File: src/rtl/mips_pkg.sv
// Shared definitions for the multicycle MIPS controller: opcodes, mux/ALU
// encodings, state codes and the per-state control word.
package mips_pkg;

    localparam logic [5:0] OP_LW    = 6'b100011;
    localparam logic [5:0] OP_SW    = 6'b101011;
    localparam logic [5:0] OP_RTYPE = 6'b000000;
    localparam logic [5:0] OP_ADDI  = 6'b001000;
    localparam logic [5:0] OP_BEQ   = 6'b000100;
    localparam logic [5:0] OP_J     = 6'b000010;
    localparam logic [5:0] OP_BNE   = 6'b000101;

    localparam logic [1:0] ALU_ADD   = 2'b00;
    localparam logic [1:0] ALU_SUB   = 2'b01;
    localparam logic [1:0] ALU_FUNCT = 2'b10;

    localparam logic [1:0] SRCB_REG     = 2'b00;
    localparam logic [1:0] SRCB_FOUR    = 2'b01;
    localparam logic [1:0] SRCB_IMM     = 2'b10;
    localparam logic [1:0] SRCB_IMM_SH2 = 2'b11;

    localparam logic [1:0] PC_ALU    = 2'b00;
    localparam logic [1:0] PC_ALUOUT = 2'b01;
    localparam logic [1:0] PC_JUMP   = 2'b10;

    typedef enum logic [3:0] {
        S_FETCH    = 4'd0,
        S_DECODE   = 4'd1,
        S_MEMADR   = 4'd2,
        S_MEMREAD  = 4'd3,
        S_MEMWB    = 4'd4,
        S_MEMWRITE = 4'd5,
        S_EXECUTE  = 4'd6,
        S_ALUWB    = 4'd7,
        S_BRANCH   = 4'd8,
        S_ADDIEX   = 4'd9,
        S_ADDIWB   = 4'd10,
        S_JUMP     = 4'd11
    } state_t;

    // pc_write, ir_write and done are qualified by mem_ready in states that
    // also raise mem_req; the top applies that gating.
    typedef struct packed {
        logic       pc_write;
        logic       ir_write;
        logic       iord;
        logic       mem_write;
        logic       mem_req;
        logic       reg_write;
        logic       reg_dest;
        logic       mem_to_reg;
        logic       alu_src_a;
        logic [1:0] alu_src_b;
        logic [1:0] alu_op;
        logic [1:0] pc_src;
        logic       branch;
        logic       done;
    } ctrl_t;

endpackage

File: src/rtl/mips_mc_state_decoder.sv
// Purely combinational state -> control word decode for the multicycle
// controller. Unused state codes decode to an all-zero word.
module mips_mc_state_decoder
    import mips_pkg::*;
(
    input  logic [3:0] state,
    output ctrl_t      ctrl
);

    always_comb begin
        ctrl = '0;
        case (state)
            S_FETCH: begin
                ctrl.mem_req   = 1'b1;
                ctrl.ir_write  = 1'b1;
                ctrl.pc_write  = 1'b1;
                ctrl.alu_src_b = SRCB_FOUR;
                ctrl.alu_op    = ALU_ADD;
                ctrl.pc_src    = PC_ALU;
            end
            S_DECODE: begin
                ctrl.alu_src_b = SRCB_IMM_SH2;
                ctrl.alu_op    = ALU_ADD;
            end
            S_MEMADR, S_ADDIEX: begin
                ctrl.alu_src_a = 1'b1;
                ctrl.alu_src_b = SRCB_IMM;
                ctrl.alu_op    = ALU_ADD;
            end
            S_MEMREAD: begin
                ctrl.mem_req = 1'b1;
                ctrl.iord    = 1'b1;
            end
            S_MEMWB: begin
                ctrl.reg_write  = 1'b1;
                ctrl.mem_to_reg = 1'b1;
                ctrl.done       = 1'b1;
            end
            S_MEMWRITE: begin
                ctrl.mem_req   = 1'b1;
                ctrl.iord      = 1'b1;
                ctrl.mem_write = 1'b1;
                ctrl.done      = 1'b1;
            end
            S_EXECUTE: begin
                ctrl.alu_src_a = 1'b1;
                ctrl.alu_src_b = SRCB_REG;
                ctrl.alu_op    = ALU_FUNCT;
            end
            S_ALUWB: begin
                ctrl.reg_write = 1'b1;
                ctrl.reg_dest  = 1'b1;
                ctrl.done      = 1'b1;
            end
            S_ADDIWB: begin
                ctrl.reg_write = 1'b1;
                ctrl.done      = 1'b1;
            end
            S_BRANCH: begin
                ctrl.alu_src_a = 1'b1;
                ctrl.alu_src_b = SRCB_REG;
                ctrl.alu_op    = ALU_SUB;
                ctrl.pc_src    = PC_ALUOUT;
                ctrl.branch    = 1'b1;
                ctrl.done      = 1'b1;
            end
            S_JUMP: begin
                ctrl.pc_src   = PC_JUMP;
                ctrl.pc_write = 1'b1;
                ctrl.done     = 1'b1;
            end
            default: ;
        endcase
    end

endmodule

File: src/rtl/mips_multicycle_controller.sv
// Moore control FSM for a shared-memory multicycle MIPS datapath.
// Optional MIPS_MC_BNE_EN adds bne decode through the BRANCH state.
module mips_multicycle_controller
    import mips_pkg::*;
#(
    parameter int OPW = 6,
    parameter int STW = 4
) (
    input  logic           clk,
    input  logic           rst_n,
    input  logic [OPW-1:0] opcode,
    input  logic           zero,
    input  logic           mem_ready,
    output logic           pc_en,
    output logic           pc_write,
    output logic           ir_write,
    output logic           iord,
    output logic           mem_write,
    output logic           mem_req,
    output logic           reg_write,
    output logic           reg_dest,
    output logic           mem_to_reg,
    output logic           alu_src_a,
    output logic [1:0]     alu_src_b,
    output logic [1:0]     alu_op,
    output logic [1:0]     pc_src,
    output logic           branch,
    output logic           instr_done,
    output logic           illegal_op,
    output logic [STW-1:0] state_dbg
);

    state_t state;
    state_t decode_next;
    ctrl_t  cw;
    logic   op_legal;
    logic   mem_done;
    logic   take_branch;

    mips_mc_state_decoder u_dec (
        .state (state),
        .ctrl  (cw)
    );

    always_comb begin
        decode_next = S_FETCH;
        op_legal    = 1'b1;
        case (opcode)
            OP_LW, OP_SW: decode_next = S_MEMADR;
            OP_RTYPE:     decode_next = S_EXECUTE;
            OP_ADDI:      decode_next = S_ADDIEX;
            OP_BEQ:       decode_next = S_BRANCH;
            OP_J:         decode_next = S_JUMP;
`ifdef MIPS_MC_BNE_EN
            OP_BNE:       decode_next = S_BRANCH;
`endif
            default:      op_legal    = 1'b0;
        endcase
    end

`ifdef MIPS_MC_BNE_EN
    logic bne_q;
    assign take_branch = bne_q ? ~zero : zero;
`else
    assign take_branch = zero;
`endif

    always_ff @(posedge clk or negedge rst_n) begin
        if (!rst_n) begin
            state <= S_FETCH;
`ifdef MIPS_MC_BNE_EN
            bne_q <= 1'b0;
`endif
        end else begin
            case (state)
                S_FETCH:    if (mem_ready) state <= S_DECODE;
                S_DECODE:   state <= decode_next;
                S_MEMADR:   state <= (opcode == OP_SW) ? S_MEMWRITE : S_MEMREAD;
                S_MEMREAD:  if (mem_ready) state <= S_MEMWB;
                S_MEMWRITE: if (mem_ready) state <= S_FETCH;
                S_EXECUTE:  state <= S_ALUWB;
                S_ADDIEX:   state <= S_ADDIWB;
                default:    state <= S_FETCH;
            endcase
`ifdef MIPS_MC_BNE_EN
            if (state == S_FETCH)
                bne_q <= 1'b0;
            else if (state == S_DECODE)
                bne_q <= (opcode == OP_BNE);
`endif
        end
    end

    // Strobes that complete a memory access wait for mem_ready.
    assign mem_done   = mem_ready | ~cw.mem_req;

    assign pc_write   = rst_n & cw.pc_write & mem_done;
    assign ir_write   = rst_n & cw.ir_write & mem_done;
    assign pc_en      = pc_write | (rst_n & cw.branch & take_branch);
    assign mem_write  = rst_n & cw.mem_write;
    assign reg_write  = rst_n & cw.reg_write;
    assign illegal_op = rst_n & (state == S_DECODE) & ~op_legal;
    assign instr_done = rst_n & ((cw.done & mem_done) | illegal_op);

    assign iord       = cw.iord;
    assign mem_req    = cw.mem_req;
    assign reg_dest   = cw.reg_dest;
    assign mem_to_reg = cw.mem_to_reg;
    assign alu_src_a  = cw.alu_src_a;
    assign alu_src_b  = cw.alu_src_b;
    assign alu_op     = cw.alu_op;
    assign pc_src     = cw.pc_src;
    assign branch     = cw.branch;
    assign state_dbg  = STW'(state);

endmodule
File: config.mk
export PLATFORM = sky130hd
export DESIGN_NAME = mips_multicycle_controller
export DESIGN_NICKNAME = d
export VERILOG_FILES = /design/src/rtl/mips_pkg.sv /design/src/rtl/mips_mc_state_decoder.sv /design/src/rtl/mips_multicycle_controller.sv
export SDC_FILE = /design/constraint.sdc
export NUM_CORES = 1
export LEC_CHECK = 0
export ABC_AREA = 1
export CORE_MARGIN = 3
export CORE_UTILIZATION = 35
export CTS_BUF_LIST = sky130_fd_sc_hd__clkbuf_8
export CTS_CLUSTER_SIZE = 8
export DETAILED_ROUTE_END_ITERATION = 10
export PLACE_DENSITY = 0.73
export SLEW_MARGIN = 20
export SYNTH_ARGS = -nofsm -noshare
export SYNTH_HDL_FRONTEND = slang
export SYNTH_SLANG_ARGS = --single-unit
export TNS_END_PERCENT = 100
File: constraint.sdc
create_clock -name clk -period 1.66 [get_ports clk]
set_clock_uncertainty 0.15 [all_clocks]
set_input_delay 0.332 -clock clk [delete_from_list [all_inputs] [get_ports clk]]
set_output_delay 0.332 -clock clk [all_outputs]
set_load 0.01 [all_outputs]
==> reports/metrics.cfg, run 1 <==
[die]
die_x_um = 46.4
start_util_pct = 40.3
rows = 13
io_pins = 33
die_height_um = 46.4

[placed_design]
place_congestion = 0.880
post-dp-hpwl_mm = 1.90
port_buffers = 32

[logic_synthesis]
synth.area.top_cells = nand2_1, dfrtp_1, nor2_1
synth-adder-area-share_pct = 0
synthTopCellsByCount = nand2_1, nor2_1, inv_1
synth.largest_area_cell = nand2_1
synth_edf_count = 0
netlist_area_um2 = 571
synth_most_common_cell = nand2_1
ys_ff_latch = 4
syn-num-nets = 120
synth_top_area_share_pct = 23.7
synthMuxAreaShare_pct = 0
ys_async_sr_fraction_pct = 100
synth_simple_gate_area_share_pct = 60.3
synth_cells = 110
synthXorXnorAreaFrac_pct = 0
synth_ff_type = dfrtp_1
synthDistinctLibCells = 19
synth-compound-area-share_pct = 7.24
synth_top_family_by_area = simple AND/OR/NAND/NOR gates
yosysWarnings = 0
syn_area_per_cell_um2 = 5.19
ys_seq_area_share_pct = 17.5

[cts]
root_buffer = clkbuf_8
cts_sinks = 4
clk_path_buf_depth = 2
cts_max_level = 1
cts_buffers = 3

[grt]
grt_max_degree = 8
antenna_found_initial = 1

[sta]
worst_endpoint_kind = output port
crit_endpoint = instr_done

[status]
haltStage = global routing
error = [ERROR DPL-0033] detailed placement checks failed during check placement.
status = aborted with a tool error

## logic make-up after synthesis
group                  after synthesis
DFF                                  4
buffers and inverters               21
AOI/OAI and AO/OA                    7
and+or+nand+nor                     78
## through the flow
step	hold WS [ps]	util (%)	std cells	worst slack (ps)	instance area (µm²)
CTS	112	90.5	200	-237	1280
floorplan	-114	-	110	19.9	571
global placement	493	80.7	188	-662	1140
detailed placement	530	80.7	188	-699	1140
## repair_timing
item,CTS
buffers inserted,9
pin swaps,15
gates resized for setup,123
hold buffers,0
setup endpoints to repair,23
==> run 2, diff against run 1 <==
CORE_AREA = 3 3 64 66   (was not set)
CORE_MARGIN = not set   (was 3)
CORE_UTILIZATION = not set   (was 35)
CTS_BUF_LIST = not set   (was sky130_fd_sc_hd__clkbuf_8)
CTS_CLUSTER_SIZE = not set   (was 8)
DIE_AREA = 0 0 67 69   (was not set)
PLACE_DENSITY = not set   (was 0.73)
PLACE_DENSITY_LB_ADDON = 0.15   (was not set)
==> run 2 against run 1 <==
The flow now finishes, with violations (negative setup slack). Area after synthesis stayed put. Synthesized cell count stayed put.
==> reports/metrics.cfg, run 2 <==
[status]
status = finished with violations
violations = negative setup slack

[power]
p_leak_nw = 0.874
irDropWorstVdd_uv = 343
p_per_area_nw_per_um2 = 1470

[die]
dieArea_um2 = 4620
start_util_pct = 15.7  ; -25 points
io_pins = 33  ; unchanged
rows = 22  ; +9
core_um2 = 3630
die_x_um = 67  ; +44%
die_height_um = 69  ; +49%

[logic_synthesis]
synth_cells = 110  ; unchanged
synth_most_common_cell = nand2_1
syn_area_per_cell_um2 = 5.19  ; unchanged
ys_ff_latch = 4  ; unchanged
synthDistinctLibCells = 19  ; unchanged
syn-num-nets = 120  ; unchanged
netlist_area_um2 = 571  ; unchanged
synth.largest_area_cell = nand2_1
ys_seq_area_share_pct = 17.5  ; unchanged
synth_edf_count = 0  ; unchanged
synth_ff_type = dfrtp_1
yosysWarnings = 0  ; unchanged
synth_top_area_share_pct = 23.7  ; unchanged
synth.area.top_cells = nand2_1, dfrtp_1, nor2_1
ys_async_sr_fraction_pct = 100  ; unchanged
synthTopCellsByCount = nand2_1, nor2_1, inv_1

[worst_hold_path]
hold_path_class = in -> async

[finish]
nFillCells = 388
area_growth_pct = 179
final_common_cell = buf_4
drive_gt1_share_pct = 69.5
mostFrequentLayoutCells = buf_4, nand2_1, buf_6
multi_input_area_um2 = 567
largest_register_ffs = 4
num-nets-final = 215
ff_latch_area_um2 = 105
diodes = 0

[worst_setup_path]
startpoint_type = flip-flop
cp-end-kind = output pin
path_class = reg -> out
worstPathArrival_ps = 1410
critical_path.max_fanout = 6
required_ps = 1180

[sta]
fmax_ghz = 0.530
worst_slew_pin_slew_ps = 293
final.period_utilization_pct = 114
rsz0062_at_grt = yes
tns_ps = -2020
drv_slew = 0
fin_ws_ps = -228
period_needed_ps = 1890
setup_violations = 20
hold_viol_final = 0
maxSlewHeadroom_pct = 80.4

[cts]
clk_path_buf_depth = 2  ; unchanged
path_clk_slew_ps = 30
cts_sinks = 4  ; unchanged
root_buffer = clkbuf_8
cts_tree = yes
cts_max_level = 1  ; unchanged
cts_buffers = 3  ; unchanged
clk_latency_ps = 210
postCtsHoldBufs = 0  ; unchanged

[detailed_routing]
vias_per_cell = 4.00
drtIter0Drc = 15
ant_nets = 0
wl_per_cell_um = 10.7
first_pass_iters = 4
wirelength_mm = 2.68
vias = 1005
drc = 0

[grt]
grt_pass1_wl_mm = 4.02
grt_pass1_vias = 964
grt_max_degree = 7
antenna_found_initial = 0
grtUsageTotal_pct = 10.9
grt_overflow = 0

[placed_design]
post-place-ws_ps = -725  ; -26.9 ps
post-dp-hpwl_mm = 1.91  ; +0.62%
port_buffers = 32  ; unchanged
place_congestion = 0.832  ; -5.5%

[flow_run]
cap_violations = 0

## run 2: cell counts after synthesis
No cell type changed its count.
## run 2: repair_timing
item / in CTS / in global routing
gates resized for setup: 124 / 71
setup endpoints to repair: 23 / 22
pin swaps: 18 / 16
endpoints found under the hold margin: 0 / 0
setup buffers: 20 / 8
## run 2: final cells by class
cell class	instances	area share, %
sequential	4	6.60
clock buffer	3	2.59
multi-input combinational	85	35.6
timing repair buffer	91	46.2
tap	48	3.77
inverter	20	5.19
## run 2: final timing paths
check	startpoint	to	slack, ps	cells past startpoint
worst max-delay path	state_dbg[1]$_DFFE_PN0P_	pc_en	-230	8
worst min-delay path	rst_n	state_dbg[2]$_DFFE_PN0P_	220	2
worst max register to register	state_dbg[1]$_DFFE_PN0P_	state_dbg[0]$_DFFE_PN0P_	40	12
worst min register to register	state_dbg[0]$_DFFE_PN0P_	state_dbg[0]$_DFFE_PN0P_	470	2
max in group asynchronous	rst_n	state_dbg[1]$_DFFE_PN0P_	1020	2
min in group clk	opcode[3]	state_dbg[1]$_DFFE_PN0P_	390	6
## run 2: metal layers
| metal | GRT usage, % | vias up | wire length [µm] |
|---|---|---|---|
| li1 | - | 525 | - |
| met4 | 3.38 | 0 | 34 |
| met2 | 20.2 | 28 | 1380 |
| met1 | 12.5 | 448 | 1130 |
| met3 | 1.30 | 4 | 135 |
| met5 | 0 | - | 0 |
## run 2: cell families (layout without fill, tap and decap cells)
logic type	count (synthesis)	count (layout)	synth area share, %
and+or+nand+nor	78	78	60.3
buffers and inverters	21	114	14.9
AOI/OAI and AO/OA	7	7	7.24
DFF	4	4	17.5
## run 2: power by group
| group | internal, W | leakage (nW) | switching [W] |
|---|---|---|---|
| Combinational | 0.00103 | 0.805 | 0.000895 |
| Clock | 0.000154 | 0.0216 | 0.0000436 |
| Sequential | 0.000141 | 0.0473 | 0.0000852 |
## run 2: critical path, stage by stage (launching register included)
cell and delay, ps:
dfrtp_2 460, buf_6 150, nor2_4 100, nand2_2 90, nand3_4 80, nand2_4 70, inv_4 70, o21ai_2 40
buf_2 130
## run 2: per-stage QoR
step / utilization (%) / instances / cell area [µm²] / hold slack [ps] / total power (W)
final: 43.8 / 251 / 1590 / 222 / 0.00235
after global routing: 43.8 / 251 / 1590 / 248 / 0.00254
after CTS: 39.8 / 247 / 1450 / 222 / 0.00210
after detailed placement: 33.2 / 224 / 1210 / 499 / 0.00165
after global placement: 33.2 / 224 / 1210 / 475 / 0.00165
after floorplan: - / 110 / 571 / -114 / 0.000794
Note: power is estimated with default switching activity, not from simulation.
==> run 3, diff against run 2 <==
CORE_AREA = 2 2 63 65   (was 3 3 64 66)
DIE_AREA = 0 0 65 67   (was 0 0 67 69)
==> run 3 against run 2 <==
The flow still finishes with violations (negative setup slack). Largest cell class unchanged. Die area fell by 5.8%. Cell count fell by 2.8%. Power fell by 3.9%. Wire length fell by 9.0%.
==> reports/metrics.cfg, run 3 (synthesized netlist as in run 2, its figures left out) <==
[worst_hold_path]
hold_path_class = in -> async

[die]
core_um2 = 3610  ; -0.76%
start_util_pct = 15.8  ; +0.12 points
rows = 22  ; unchanged
die_height_um = 67  ; -2.9%
dieArea_um2 = 4360  ; -5.8%
io_pins = 33  ; unchanged
die_x_um = 65  ; -3.0%

[power]
finalPower_w = 0.00225  ; -3.9%
irDropWorstVdd_uv = 1080  ; +210%
p_leak_nw = 0.844  ; -3.5%
p_per_area_nw_per_um2 = 1480  ; +0.20%

[worst_setup_path]
cp-end-kind = output pin
required_ps = 1180  ; about the same
path_class = reg -> out
startpoint_type = flip-flop
critical_path.max_fanout = 5  ; -1
worstPathArrival_ps = 1420  ; about the same

[sta]
maxSlewHeadroom_pct = 83.6  ; +3.1 points
fin_ws_ps = -245  ; -17.4 ps
hold_viol_final = 0  ; unchanged
final.period_utilization_pct = 115  ; +1.0 points
worst_slew_pin_slew_ps = 247  ; -46.7 ps
whs_ps = 157  ; -65.1 ps
rsz0062_at_grt = yes
period_needed_ps = 1900  ; +17.4 ps
drv_slew = 0  ; unchanged
setup_violations = 18  ; -10%
fmax_ghz = 0.525  ; -0.91%

[finish]
multi_input_area_um2 = 558  ; -1.5%
drive_gt1_share_pct = 65.3  ; -4.2 points
num-nets-final = 208  ; -3.3%
area_growth_pct = 168
diodes = 0  ; unchanged
final_common_cell = buf_4
nFillCells = 384  ; -1.0%
largest_register_ffs = 4  ; unchanged
ff_latch_area_um2 = 105  ; unchanged
mostFrequentLayoutCells = buf_4, nand2_1, buf_6
finalNonFillerCells = 244  ; -2.8%

[grt]
antenna_found_initial = 0  ; unchanged
grt_overflow = 0  ; unchanged
grtUsageTotal_pct = 11.9  ; +0.95 points
grt_max_degree = 8  ; +1
grt_pass1_vias = 956  ; -0.83%
grt_pass1_wl_mm = 4.12  ; +2.4%

[detailed_routing]
drtIter0Drc = 17  ; +2
wl_per_cell_um = 10.0  ; -6.4%
drc = 0  ; unchanged
wirelength_mm = 2.44  ; -9.0%
vias_per_cell = 4.01  ; +0.21%
ant_nets = 0  ; unchanged
vias = 979  ; -2.6%
first_pass_iters = 4  ; unchanged

[placed_design]
dp_cells = 224  ; unchanged
post-dp-hpwl_mm = 1.87  ; -2.5%
place_congestion = 0.775  ; -6.9%
port_buffers = 32  ; unchanged

[cts]
clk_latency_ps = 220  ; about the same
cts_buffers = 3  ; unchanged
cts_tree = yes
postCtsHoldBufs = 0  ; unchanged
cts_sinks = 4  ; unchanged
clk_path_buf_depth = 2  ; unchanged
cts_max_level = 1  ; unchanged
path_clk_slew_ps = 30  ; about the same
root_buffer = clkbuf_8

[flow_run]
cap_violations = 0  ; unchanged

[status]
status = finished with violations
violations = negative setup slack

[run 3: changes by cell type in the layout (fill, tap and decap cells not counted), sizes merged]
cell         change
buf              -5
clkbuf           -5
dlygate4sd2      +3
[run 3: cell type report]
class	instances	share of cell area [%]
Tap cell	48	3.93
Inverter	20	5.74
Sequential cell	4	6.89
Clock buffer	3	2.70
Timing Repair Buffer	84	44.2
Multi-Input combinational cell	85	36.6
[run 3: per-layer routing]
metal	part of all wire [%]	wire length (µm)	GRT usage, %	up-vias
met3	3.1	75	2.70	0
met5	0	0	0	-
met4	0	0	2.39	0
met2	51	1230	20.0	15
li1	-	-	-	514
met1	46	1130	15.4	450
[run 3: stage by stage]
| step | util (%) | cell area (µm²) | setup slack, ps | setup TNS, ps |
|---|---|---|---|---|
| 2_1_floorplan | - | 571 | 19.9 | 0 |
| 3_3_place_gp | 33.4 | 1210 | -698 | -8130 |
| 3_5_place_dp | 33.4 | 1210 | -727 | -8410 |
| 4_1_cts | 37.8 | 1360 | -221 | -2590 |
| 5_1_grt | 42.3 | 1530 | -334 | -3700 |
| 6_report | 42.3 | 1530 | -245 | -2300 |
[run 3: power by group]
part | switching (W) | internal (W)
Combinational | 0.000867 | 0.000940
Sequential | 0.000103 | 0.000141
Clock | 0.0000481 | 0.000154
Total | 0.00102 | 0.00124
[run 3: worst max-delay path, stage by stage (launching register included)]
cell	delay [ps]
dfrtp_2	450
inv_4	110
nand2_4	80
inv_2	70
nand2_2	60
nand2_1	60
nand2_1	80
o21ai_2	140
buf_2	140
[run 3: final timing paths]
path                                          start                       end  slack (ps)  cells past startpoint
min reg2reg                state_dbg[0]$_DFFE_PN0P_  state_dbg[0]$_DFFE_PN0P_         490                      2
min                                           rst_n  state_dbg[0]$_DFFE_PN0P_         160                      2
max reg2reg                state_dbg[2]$_DFFE_PN0P_  state_dbg[1]$_DFFE_PN0P_         100                      9
max in group asynchronous                     rst_n  state_dbg[1]$_DFFE_PN0P_        1090                      2
min in group clk                          opcode[2]  state_dbg[1]$_DFFE_PN0P_         440                      7
max                        state_dbg[2]$_DFFE_PN0P_                     pc_en        -240                      8
[run 3: repair_timing]
action | CTS | global route
pin swaps | 19 | 16
setup endpoints to repair | 24 | 21
buffers inserted | 12 | 5
hold endpoints to repair | 0 | 0
resized for setup | 140 | 47
gates cloned | 0 | 0
==> RTL edit 1: new RTL, settings of run 3 <==
Make the reset (`rst_n`) synchronous in one clocked block.
--- a/src/rtl/mips_multicycle_controller.sv
+++ b/src/rtl/mips_multicycle_controller.sv
@@ -67,3 +67,3 @@
 
-    always_ff @(posedge clk or negedge rst_n) begin
+    always_ff @(posedge clk) begin
         if (!rst_n) begin
Function: differs if rst_n is asserted again (counterexample within 4 cycles, from zero or initial values and one cycle with rst_n low); with rst_n held inactive, the same outputs for 10 cycles.
==> RTL edit 1 against run 3 <==
- the run still ends with setup timing left
- first-iteration DRC count up 76%
- count of clock-buffer cells in the layout unchanged
- area after synthesis unchanged
- design area down 1.2%
- wire length up 3.6%
- setup slack better by 0.11 ns
- sequential cell count unchanged
- synthesized cell count up 6.4%
- global-route usage down 0.40 points
- cell count up 4.1%
Power is left out: it rests on default switching activity, and per cell area and clock period it moved more than threefold.
==> RTL edit 1: results (changes against run 3) <==
- Inverters: 22 (+10%)
- Post-synth cell types: 19 (unchanged)
- Met1 Routed Length: 1.09 mm (-3.3%)
- Fraction of area in multi-input gates: 36.4% (-0.13 points)
- Overall routed net length: 2.53 mm (+3.6%)
- 1st-iter DRT viols: 30 (+13)
- Detailed-route via count: 1,027 (+4.9%)
- Vias in the first global route: 965 (+0.94%)
- CTS root buffer: clkbuf_8
- Async SR Flop Fraction: 0% (-100 points)
- Ys Warns: 0 (unchanged)
- Complex-gate fraction of the synthesized area: 7.24% (about the same)
- Largest net degree at the start of global routing: 7 (-1)
- CTS max path bufs: 2 (unchanged)
- Seq/total area: 6.31% (-0.58 points)
- Met2 routed WL: 1.28 mm (+4.1%)
- Port bufs: 32 (unchanged)
- Post-synthesis mux area share: 0% (unchanged)
- Critical path fanouts, max: 4 (-1)
- Nets@finish: 218 (+4.8%)
- CTS resizes: 126 (-10%)
- Failing checks: setup timing
- Status: complete, but fails checks
- Metal3 WL: 135 microns (+80%)
- Main synth FF type: dfxtp_1
- Syn_nets: 127 (+5.8%)
- Signal buffers share of area: 44.5% (+0.30 points)
- Post-synthesis adder-cell area fraction: 0% (unchanged)
- Total Routing Usage GR: 11.5% (-0.40 points)
- Post-CTS setup buffers: 13 (+1)
- # placed instances: 235 (+4.9%)
- Total CTS buffers: 3 (unchanged)
- Diode count: 0 (unchanged)
- Relative slew slack: 85.1% (+1.6 points)
- Met2 usage: 20.4% (+0.39 points)
- Top cells by count, synth: 39 x nand2_1, 23 x nor2_1, 19 x inv_1, 12 x nand3_1
- First-pass GRT wire length: 4.01 mm (-2.7%)
- Global routing usage on met1: 14.7% (-0.72 points)
- Synth area leaders: nand2_1 26%, nor2_1 15%, dfxtp_1 14%, inv_1 13%, nand3_1 11%
- Bufs w/o clock: 87 (+3.6%)
- Post-DP HPWL: 1.91 mm (+2.4%)
- RePlAce Congestion: 0.762 (-1.6%)
- Hold Path Class: register to register
- Clk_lat worst skew: 0.22 ns (about the same)
- Comb_multi_in: 90 (+5.9%)
- Clock transition at path regs: 0.03 ns (about the same)
- Fin worst setup slack: -0.134 ns (+0.111 ns)
- Max layer used: met4
- Drt wl/cell: 9.95 microns (-0.47%)
- DP Worst Slack: -0.721 ns (+0.00553 ns)
- Final setup vio count: 10 (-8)
- Mapped Cells: 117 (+6.4%)
- Share of cells above drive strength 1: 63.6% (-1.7 points)
- Worst path arrival time: 1.31 ns (-0.11 ns)
- Clock-cell share of area: 2.74% (+0.034 points)
- Fillcell total: 387 (+0.78%)
- Drt pass-1 iters: 4 (unchanged)
- Max FFs per register: 4 (unchanged)
- Sequential share of the synthesized area: 14.0% (-3.5 points)
- M3 GR Usage: 1.52% (-1.2 points)
## RTL edit 1: path summary, 6_finish.rpt
check,startpoint,to,slack (ns),depth (start not counted)
worst min register to register,state_dbg[0],state_dbg[0],0.40,2
worst max-delay path,state_dbg[3],pc_en,-0.13,8
worst min-delay path,state_dbg[0],state_dbg[0],0.40,2
worst max register to register,state_dbg[0],state_dbg[1],0.13,11
## RTL edit 1: stage by stage
step	instance area, sq um	TNS, ns	util, %
after global routing	1510	-1.86	41.8
after detailed placement	1240	-8.08	34.5
final	1510	-0.881	41.8
after floorplan	577	0	-
after global placement	1240	-7.96	34.5
after CTS	1420	-1.13	39.5
## RTL edit 1: critical path, stage by stage, from the launching register on
cell and delay (ns):
dfxtp_4 0.36, buf_6 0.12, nor2_4 0.11, nand2_2 0.09
nand3_4 0.10, nand2_4 0.07, inv_4 0.06, o21ai_2 0.04
buf_2 0.13
==> RTL edit 2: new RTL, config.mk and constraints of run 3 <==
Made on the original files. `STW`: 4 -> 5.
--- a/src/rtl/mips_multicycle_controller.sv
+++ b/src/rtl/mips_multicycle_controller.sv
@@ -6,3 +6,3 @@
     parameter int OPW = 6,
-    parameter int STW = 4
+    parameter int STW = 5
 ) (
Ports: changed (resized state_dbg); port bits go from 33 to 34. The function was not compared with the original's and may differ.
==> RTL edit 2 against run 3 <==
- the run still ends with setup timing left
- design area fell by 1.2%
- setup slack improved by 0.0017 ns
- sequential cell count did not move
- wire length rose by 2.2%
- area after synthesis rose by 2.0%
- total power rose by 6.2%
- critical path type unchanged
- highest routed layer is now met4
==> RTL edit 2: results (changes against run 3) <==
- WHS: 0.193 ns (+0.0364 ns)
- Total Routing Usage GR: 11.2% (-0.68 points)
- 1st-iter DRT viols: 15 (-2)
- Hold Vio Cnt, Final: 0 (unchanged)
- Vias in the first global route: 883 (-7.6%)
- Diode count: 0 (unchanged)
- Sum of negative setup slack: -2.25 ns (+0.0483 ns)
- Failing checks: setup timing
- Post-synth cell types: 20 (+1)
- Worst vdd ir: 0.000383 V (-64%)
- Mapped Avg Cell Area: 5.19 sq um (+0.15%)
- Sequential share of the synthesized area: 17.2% (-0.34 points)
- Fin worst setup slack: -0.243 ns (+0.00171 ns)
- Dpl cell area: 1210 sq um (+0.31%)
- First-pass GRT wire length: 3.75 mm (-8.9%)
- P_leak: 0.000822 uW (-2.6%)
- Largest stage delay, worst path: 0.48 ns (+0.03 ns)
- Post-DP HPWL: 1.86 mm (-0.17%)
- Nets@finish: 200 (-3.8%)
- Fin cells: 236 (-3.3%)
- Critical path fanouts, max: 7 (+2)
- # placed instances: 225 (+0.45%)
- Status: complete, but fails checks
- Syn_nets: 122 (+1.7%)
- Final setup vio count: 18 (unchanged)
- Overall routed net length: 2.49 mm (+2.2%)
- Register-to-Register Setup Slack: 0.02 ns (-0.08 ns)
- Fillcell total: 401 (+4.4%)
- RePlAce Congestion: 0.738 (-4.7%)
- Synth area leaders: nand2_1 23%, dfrtp_1 17%, nor2_1 15%, inv_1 12%, nand3_1 8.6%
RTL edit 2: cell count changes in the layout (fill, tap and decap cells not counted), sizes merged:
cell | run 3 | this run
conb | 0 | 1
dlygate4sd2 | 5 | 10
buf | 75 | 63
clkbuf | 5 | 3
RTL edit 2: timing repair:
item | CTS | global route
pin swaps | 13 | 8
setup endpoints to repair | 23 | 19
buffers inserted | 5 | 4
hold buffers | 0 | 0
gates resized for setup | 137 | 41
gates cloned | 0 | 0
RTL edit 2: path summary, 6_finish.rpt:
check | depth (start not counted) | startpoint | to
worst min register to register | 3 | state[0] | state[0]
worst max-delay path | 8 | state[1] | instr_done
max in group asynchronous | 2 | rst_n | state[0]
worst min-delay path | 2 | rst_n | state[1]
worst max register to register | 10 | state[0] | state[0]
min in group clk | 6 | opcode[3] | state[1]
RTL edit 2: cells by family (layout without fill, tap and decap cells):
group	Yosys count	after routing	share of synthesized area [%]
simple gates	78	78	59.1
compound gates	7	7	7.10
flops	4	4	17.2
other cells	1	1	0.645
buf+inv	22	98	15.9
RTL edit 2: critical path, delay by kind of cell, from the launching register on:
family                 cells  cell delay (ns)
AND/OR/NAND/NOR            6             0.53
flip-flops                 1             0.48
buffers and inverters      2             0.17
RTL edit 2: where the power goes:
group          internal [uW]  leakage (uW)  switching [uW]
Sequential               141     0.0000473             100
Combinational           1020      0.000753             925
Clock                    154     0.0000216            50.4
RTL edit 2: metal layers:
layer | up-vias | track usage (%) | routed length, microns
li1 | 495 | - | -
met1 | 417 | 11.3 | 964
met2 | 33 | 22.9 | 1360
met3 | 2 | 1.52 | 145
met4 | 0 | 3.99 | 21
met5 | - | 0 | 0
RTL edit 2: final cells by class:
cell class / instances / area [sq um] / area share, %
clock buffers: 3 / 41.3 / 2.74
inverters: 20 / 87.6 / 5.81
multi-input cells: 86 / 589 / 39.1
flip-flops and latches: 4 / 105 / 6.97
well taps: 48 / 60.1 / 3.98
repair buffers: 75 / 624 / 41.4
RTL edit 2: metrics by stage:
step	power (uW)	utilization (%)	worst slack, ns
final	2390	41.8	-0.243
after global routing	2550	41.8	-0.330
after CTS	2100	37.8	-0.224
after detailed placement	1700	33.6	-0.733
after global placement	1700	33.6	-0.690
after floorplan	797	-	0.0199
